`src/rtl/kamus_ctrl.sv`:
```
// kamus_ctrl: multi-cycle sequencer for the kamus-v RV32I core.
//
// Steps each instruction through FETCH -> DECODE -> EXECUTE -> (MEM) -> WB. Illegal
// instructions, EBREAK, ECALL and memory timeouts are diverted to a one-cycle TRAP.
// Every output is decoded from the current state, with a few qualified by inputs
// that are stable in that state.
//
// Ports:
//   clk_i, rst_ni        clock, asynchronous active-low reset
//   halt_i               park in IDLE when leaving WB/TRAP
//   imem_req_o           fetch request, held in FETCH until imem_rvalid_i
//   imem_rvalid_i        instruction word valid
//   ir_we_o              instruction register load strobe (same cycle as rvalid)
//   op_*_i               decoder classification of the held instruction
//   branch_taken_i       ALU compare result
//   dmem_req_o/we_o      data access request / store, held in MEM until dmem_rvalid_i
//   dmem_rvalid_i        data response valid
//   rf_we_o              register-file write strobe (WB)
//   pc_we_o, pc_sel_o    PC update strobe and source (0=PC+4, 1=target, 2=trap vector)
//   trap_o, trap_cause_o trap strobe and mcause code
//   retire_o, instret_o  retire strobe and retired-instruction counter
//   state_o              current state encoding
module kamus_ctrl #(
    parameter int unsigned TIMEOUT = 16,
    parameter int unsigned CNT_W   = 32
) (
    input  logic             clk_i,
    input  logic             rst_ni,
    input  logic             halt_i,
    output logic             imem_req_o,
    input  logic             imem_rvalid_i,
    output logic             ir_we_o,
    input  logic             op_illegal_i,
    input  logic             op_ecall_i,
    input  logic             op_ebreak_i,
    input  logic             op_load_i,
    input  logic             op_store_i,
    input  logic             op_branch_i,
    input  logic             op_jump_i,
    input  logic             branch_taken_i,
    output logic             dmem_req_o,
    output logic             dmem_we_o,
    input  logic             dmem_rvalid_i,
    output logic             rf_we_o,
    output logic             pc_we_o,
    output logic [1:0]       pc_sel_o,
    output logic             trap_o,
    output logic [3:0]       trap_cause_o,
    output logic             retire_o,
    output logic [CNT_W-1:0] instret_o,
    output logic [2:0]       state_o
);

    // Wait counter only needs to reach TIMEOUT-1.
    localparam int unsigned WaitW = (TIMEOUT > 1) ? $clog2(TIMEOUT) : 1;
    localparam logic [WaitW-1:0] WaitMax = WaitW'((TIMEOUT > 0) ? TIMEOUT - 1 : 0);

    localparam logic [3:0] CauseIfetchFault = 4'd1;
    localparam logic [3:0] CauseIllegal     = 4'd2;
    localparam logic [3:0] CauseBreak       = 4'd3;
    localparam logic [3:0] CauseLoadFault   = 4'd5;
    localparam logic [3:0] CauseStoreFault  = 4'd7;
    localparam logic [3:0] CauseEcall       = 4'd11;

    localparam logic [1:0] PcPlus4  = 2'd0;
    localparam logic [1:0] PcTarget = 2'd1;
    localparam logic [1:0] PcTrap   = 2'd2;

    typedef enum logic [2:0] {
        StIdle    = 3'd0,
        StFetch   = 3'd1,
        StDecode  = 3'd2,
        StExecute = 3'd3,
        StMem     = 3'd4,
        StWb      = 3'd5,
        StTrap    = 3'd6
    } state_e;

    state_e           state_q, state_d;
    logic [WaitW-1:0] wait_q, wait_d;
    logic [3:0]       cause_q, cause_d;
    logic [CNT_W-1:0] instret_q, instret_d;
    logic             timeout_hit;

    assign timeout_hit = (TIMEOUT != 0) && (wait_q == WaitMax);

    always_comb begin
        state_d      = state_q;
        // Counter is zero on entry to every state; only FETCH/MEM advance it.
        wait_d       = '0;
        cause_d      = cause_q;
        instret_d    = instret_q;
        imem_req_o   = 1'b0;
        ir_we_o      = 1'b0;
        dmem_req_o   = 1'b0;
        dmem_we_o    = 1'b0;
        rf_we_o      = 1'b0;
        pc_we_o      = 1'b0;
        pc_sel_o     = PcPlus4;
        trap_o       = 1'b0;
        trap_cause_o = 4'd0;
        retire_o     = 1'b0;

        case (state_q)
            StIdle: begin
                if (!halt_i) begin
                    state_d = StFetch;
                end
            end
            StFetch: begin
                imem_req_o = 1'b1;
                if (imem_rvalid_i) begin
                    // A response in the expiry cycle still wins.
                    ir_we_o = 1'b1;
                    state_d = StDecode;
                end else if (timeout_hit) begin
                    cause_d = CauseIfetchFault;
                    state_d = StTrap;
                end else if (TIMEOUT != 0) begin
                    wait_d = wait_q + WaitW'(1);
                end
            end
            StDecode: begin
                if (op_illegal_i) begin
                    cause_d = CauseIllegal;
                    state_d = StTrap;
                end else if (op_ebreak_i) begin
                    cause_d = CauseBreak;
                    state_d = StTrap;
                end else if (op_ecall_i) begin
                    cause_d = CauseEcall;
                    state_d = StTrap;
                end else begin
                    state_d = StExecute;
                end
            end
            StExecute: begin
                state_d = (op_load_i || op_store_i) ? StMem : StWb;
            end
            StMem: begin
                dmem_req_o = 1'b1;
                dmem_we_o  = op_store_i;
                if (dmem_rvalid_i) begin
                    state_d = StWb;
                end else if (timeout_hit) begin
                    cause_d = op_store_i ? CauseStoreFault : CauseLoadFault;
                    state_d = StTrap;
                end else if (TIMEOUT != 0) begin
                    wait_d = wait_q + WaitW'(1);
                end
            end
            StWb: begin
                pc_we_o   = 1'b1;
                retire_o  = 1'b1;
                instret_d = instret_q + CNT_W'(1);
                rf_we_o   = !(op_store_i || op_branch_i);
                pc_sel_o  = (op_jump_i || (op_branch_i && branch_taken_i)) ? PcTarget : PcPlus4;
                state_d   = halt_i ? StIdle : StFetch;
            end
            StTrap: begin
                trap_o       = 1'b1;
                trap_cause_o = cause_q;
                pc_we_o      = 1'b1;
                pc_sel_o     = PcTrap;
                state_d      = halt_i ? StIdle : StFetch;
            end
            default: begin
                state_d = StIdle;
            end
        endcase
    end

    always_ff @(posedge clk_i or negedge rst_ni) begin
        if (!rst_ni) begin
            state_q   <= StIdle;
            wait_q    <= '0;
            cause_q   <= 4'd0;
            instret_q <= '0;
        end else begin
            state_q   <= state_d;
            wait_q    <= wait_d;
            cause_q   <= cause_d;
            instret_q <= instret_d;
        end
    end

    assign state_o   = state_q;
    assign instret_o = instret_q;

endmodule

```
`config.mk`:
```
export PLATFORM = sky130hd
export DESIGN_NAME = kamus_ctrl
export DESIGN_NICKNAME = d
export VERILOG_FILES = /design/src/rtl/kamus_ctrl.sv
export SDC_FILE = /design/constraint.sdc
export NUM_CORES = 1
export LEC_CHECK = 0
export CAP_MARGIN = 20
export CORE_MARGIN = 2
export CORE_UTILIZATION = 30
export CTS_CLUSTER_DIAMETER = 50
export DETAILED_ROUTE_END_ITERATION = 6
export GPL_TIMING_DRIVEN = 1
export PLACE_DENSITY_LB_ADDON = 0.12
export SLEW_MARGIN = 20
export SYNTH_ARGS = -nofsm -noshare
export SYNTH_HDL_FRONTEND = slang
export SYNTH_SLANG_ARGS = --single-unit
```
`constraint.sdc`:
```
create_clock -name clk_i -period 2.2 [get_ports clk_i]
set_clock_uncertainty 0.15 [all_clocks]
set_input_delay 0.33 -clock clk_i [delete_from_list [all_inputs] [get_ports clk_i]]
set_output_delay 0.33 -clock clk_i [all_outputs]
set_load 0.01 [all_outputs]
```
Yosys cells after proc, flatten, opt, wreduce, memory -nomap -nowiden
Cells that the tools add are included.
Widths: inputs -> output; s select.
{"block": "classes", "n_addsub": 2, "mux": 35, "n_reduce_logical": 9, "n_eq_ne": 13}
{"operator": "$mux 4", "n": 11}
{"operator": "$add 32x1->32 const B", "n": 1}
{"operator": "$mux 3", "n": 7}
{"operator": "$pmux 3 s6", "n": 1}
{"operator": "$mux 1", "n": 12}
{"operator": "$pmux 4 s3", "n": 1}
{"operator": "$ne 2x2->1 const B", "n": 5}
{"operator": "$eq 3x3->1 const B", "n": 3}
{"operator": "$pmux 4 s2", "n": 1}
{"operator": "$eq 3x2->1 const B", "n": 2}
{"operator": "$reduce_and 6->1", "n": 1}
{"operator": "$add 4x1->4 const B", "n": 1}
{"operator": "$eq 4x4->1 const B", "n": 1}
{"operator": "$ne 4x4->1 const B", "n": 1}
{"operator": "$pmux 2 s2", "n": 1}
{"operator": "$eq 3x1->1 const B", "n": 1}
{"operator": "$logic_not 3->1", "n": 1}
{"operator": "$logic_or 1x1->1", "n": 3}
{"operator": "$reduce_bool 3->1", "n": 1}
{"operator": "$mux 2", "n": 1}
{"operator": "$reduce_or 2->1", "n": 1}
{"operator": "$logic_and 1x1->1", "n": 1}
{"operator": "$logic_not 1->1", "n": 1}
{"block": "word_totals", "input_bits": 13, "ff_bits": 43, "out_inout_bits": 49, "wordCells": 63}

Longest topological paths before layout
{"block": "depth", "word_depth": 4, "ltp_mapped": 7, "mapped_depth_nobuf": 6}

Worst setup path before layout
OpenSTA, ideal clock, no wires.
{"block": "synth_path", "path_kind": "reg-to-output", "startpoint": "register state_q[2] (netlist: state_o[2])", "endpoint": "output port pc_we_o", "t_required_ns": 1.720, "path_slack_ns": 0.370, "n_path_buf": 1, "t_arrival_ns": 1.350, "path_stages_with_launch": 6, "path_cell_list": "dfrtp_1 -> buf_2 -> and2b_1 -> nand2_2 -> clkinv_2 -> or2_2"}
{"block": "synth_via", "elab_chain_cells": 3, "word_cells_on_any_way": 4, "cone_classes": "eq/ne (2); mux (1); reduce/logical (1)"}
{"item": "start: declaration", "line": "79", "text": "state_e state_q, state_d;"}
{"item": "start signal: assignment", "line": "175", "text": "state_q <= StIdle;"}
{"item": "start signal: assignment", "line": "180", "text": "state_q <= state_d;"}
{"item": "$eq 3x3->1", "line": "104", "text": "case (state_q)"}
{"item": "$reduce_or 2->1 (no line) *"}
{"item": "$mux 1 *", "line": "104"}
{"item": "end: declaration", "line": "45", "text": "output logic pc_we_o,"}
Every way passes the cells marked *; elsewhere a longest branch is shown, timed or not.

Final worst setup path
{"block": "layout_path", "startpoint": "register state_q[1] (netlist: state_o[1])", "endpoint": "output port pc_we_o"}
Same word-level chain as after synthesis.

==> metrics.cfg <==
[sta]
timing.fmax_mhz=478
slew_violations=0
setup_viol=0
rsz0062_at_grt=false
hold_violations=0
tns_ps=0
relSlewSlack_pct=62.6
setup_slack_ps=108
period_share_pct=95.1
tightest_slew_ps=562
fin_crit_ps=2090

[yosys]
synth_top_area_share_pct=47.0
synth_seq_area_share_pct=47.0
synth_nets=229
yosysTopAreaCell=dfrtp_1
syn_area_per_cell_um2=10.7
synth-seq-cells=43
syn-cell-area_mm2=0.00229
synth.area.top_cells=dfrtp_1 (47%), xor2_1 (7.7%), xnor2_1 (4.6%)
synth_edf_count=0
yosys_warnings=0
synthTopCellsByCount=dfrtp_1 (43), xor2_1 (20), nand2_1 (15), nor3_1 (13), xnor2_1 (12)
ys_types=43
synth-async-reset-ratio_pct=100
yosysMostFrequentCell=dfrtp_1
synth_cells=214
synth_ff_type=dfrtp_1

[die]
dieArea_mm2=0.00834
pin_count=62
fp-row-count=31
core-area_mm2=0.00733
start_util_pct=31.2
die_x_um=91.3
die_h_um=91.3

[global_route]
grt_max_degree=44
overflow=0
grt_pass1_wl_um=9320
grt_pass1_vias=1915
grt_usage_pct=13.9
antenna_found_initial=0

[worst_hold_path]
min_from=instret_o[31]
min_delay_path_depth=1
worst_hold_path_type=flip-flop to flip-flop
hold_end=instret_o[31]

[clocking]
h-tree-depth=2
clk_latency_ps=300
cts_buffers=5
clkSlewWorstSetupHoldPaths_ps=80
root_buffer=clkbuf_8
cts.sink_count=43
cts.path.max_buffers=2
cts_tree=built

[worst_setup_path]
cp.depth=5
regToRegSetupSlack_ps=280
critPathKind=flip-flop to primary output
r2r_end=instret_o[30]
cp_data_arrival_time_ps=1610
worstPathRequired_ps=1720
crit_path_cell_trace=and2b_1 -> nand2_2 -> clkinv_2 -> or2_2 -> clkdlybuf4s15_1
reg2regPathDepth=4
r2r_start=instret_o[6]
endpoint_kind=primary output
path_delay_family=simple AND/OR/NAND/NOR gates
crit_fanout=5
worst-path-buf-inv=2
cp-start-kind=flip-flop
max_stage_delay_ps=410
cpMaxStageDelayCell=dfrtp_1

[power]
p_per_area_mw_per_mm2=732
total_power_w=0.00232
vdd_drop_max_v=0.000289
p_leak_nw=1.48

[routing]
first_iter_violations=51
vias=1909
ant_nets=0
drc=0
detail_route.wl_per_cell_um=13.7
detail_route.vias_per_cell=4.88
wirelength_um=5350
drt_pass1_iterations=4

[placement]
io_buffers=61
dp_worst_setup_slack_ps=43.9
place_inst=378
place_congestion=0.778
dpl.hpwl_um=3730

[status]
status=finished clean

[layout]
fillers=706
fin_nets=306
fin_util_pct=43.3
area_growth_pct=38.7
fin_cells=391
drive_above_1_share_pct=15.1
n_antenna_cell=0

[run]
drv_cap=0

==> where the power goes <==
part / switching [W] / leakage, nW / internal [W] / total [W]
registers: 0.0000997 / 0.585 / 0.000890 / 0.000990
logic: 0.000406 / 0.854 / 0.000421 / 0.000827
clock network: 0.000282 / 0.0412 / 0.000222 / 0.000505
total: 0.000788 / 1.48 / 0.00153 / 0.00232
==> how the worst max path moves through the flow <==
| stage | start | to | slack [ps] |
|---|---|---|---|
| finish | state_o[1] | pc_we_o | 110 |
| global route | state_o[1] | pc_we_o | 10 |
| CTS | state_o[1] | pc_we_o | 10 |
| floorplan | state_o[2] | pc_we_o | 370 |
| global placement | imem_rvalid_i | ir_we_o | 60 |
| detailed placement | imem_rvalid_i | ir_we_o | 40 |
==> sequential cells by signal, indices dropped and copies added (netlist names) <==
signal	cells
cause_q	4
wait_q	4
instret_o	32
state_o	3
==> logic make-up (layout without fill, tap and decap cells) <==
| group | Yosys count | after routing | share of synthesized area [%] |
|---|---|---|---|
| adders and majority gates | 2 | 2 | 1.09 |
| xor gates and xnor gates | 32 | 32 | 12.2 |
| buffers and inverters | 17 | 95 | 4.43 |
| DFF | 43 | 43 | 47.0 |
| AOI/OAI and AO/OA | 18 | 18 | 5.19 |
| and+or+nand+nor | 102 | 102 | 30.0 |
==> worst reg2reg max path, stage by stage (launching register included) <==
cell     delay [ps]
dfrtp_1         450
and4_4          290
nand4_4         330
nor4_1          450
xor2_1          180
==> through the flow <==
stage          hold WS [ps]  area (um2)
4_1_cts                 337        3150
6_report                329        3170
2_1_floorplan          -116        2290
3_5_place_dp            299        3050
5_1_grt                 354        3170
3_3_place_gp            307        3050
==> cells in the final DEF, fill, tap and decap left out, drive strengths merged, types with 4 or more instances in the layout <==
master / n
dfrtp: 43
clkdlybuf4s50: 46
and4: 5
nor2: 8
inv: 7
xnor2: 12
nand2: 16
a21oi: 4
nor4: 18
nor2b: 4
clkbuf: 6
nand4: 10
nand3: 8
o21ai: 4
nor3: 13
xor2: 20
buf: 18
and3: 7
dlygate4sd2: 10
==> what timing repair did <==
action | in CTS | in global routing
hold buffers | 1 | 0
pin swaps | 0 | 1
buffers inserted | 2 | 2
endpoints found under the hold margin | 43 | 0
resized for setup | 13 | 5
endpoints found under the setup margin | 14 | 4
==> metal layers <==
layer	part of all wire (%)	wire, um	vias up	track usage, %
met3	6.3	338	8	3.98
met4	1.9	102	0	5.81
li1	-	-	926	-
met1	47	2500	914	18.5
met5	0	0	-	0
met2	45	2410	61	21.0
==> cell type report <==
type	instances	area, um2	share of cell area [%]
multi-input cells	154	1110	35.1
clock inverters	2	12.5	0.394
well taps	99	124	3.90
clock buffers	6	72.6	2.29
flip-flops and latches	43	1080	34.0
inverters	8	31.3	0.986
repair buffers	79	742	23.4
Power figures use the tool's default switching activity.
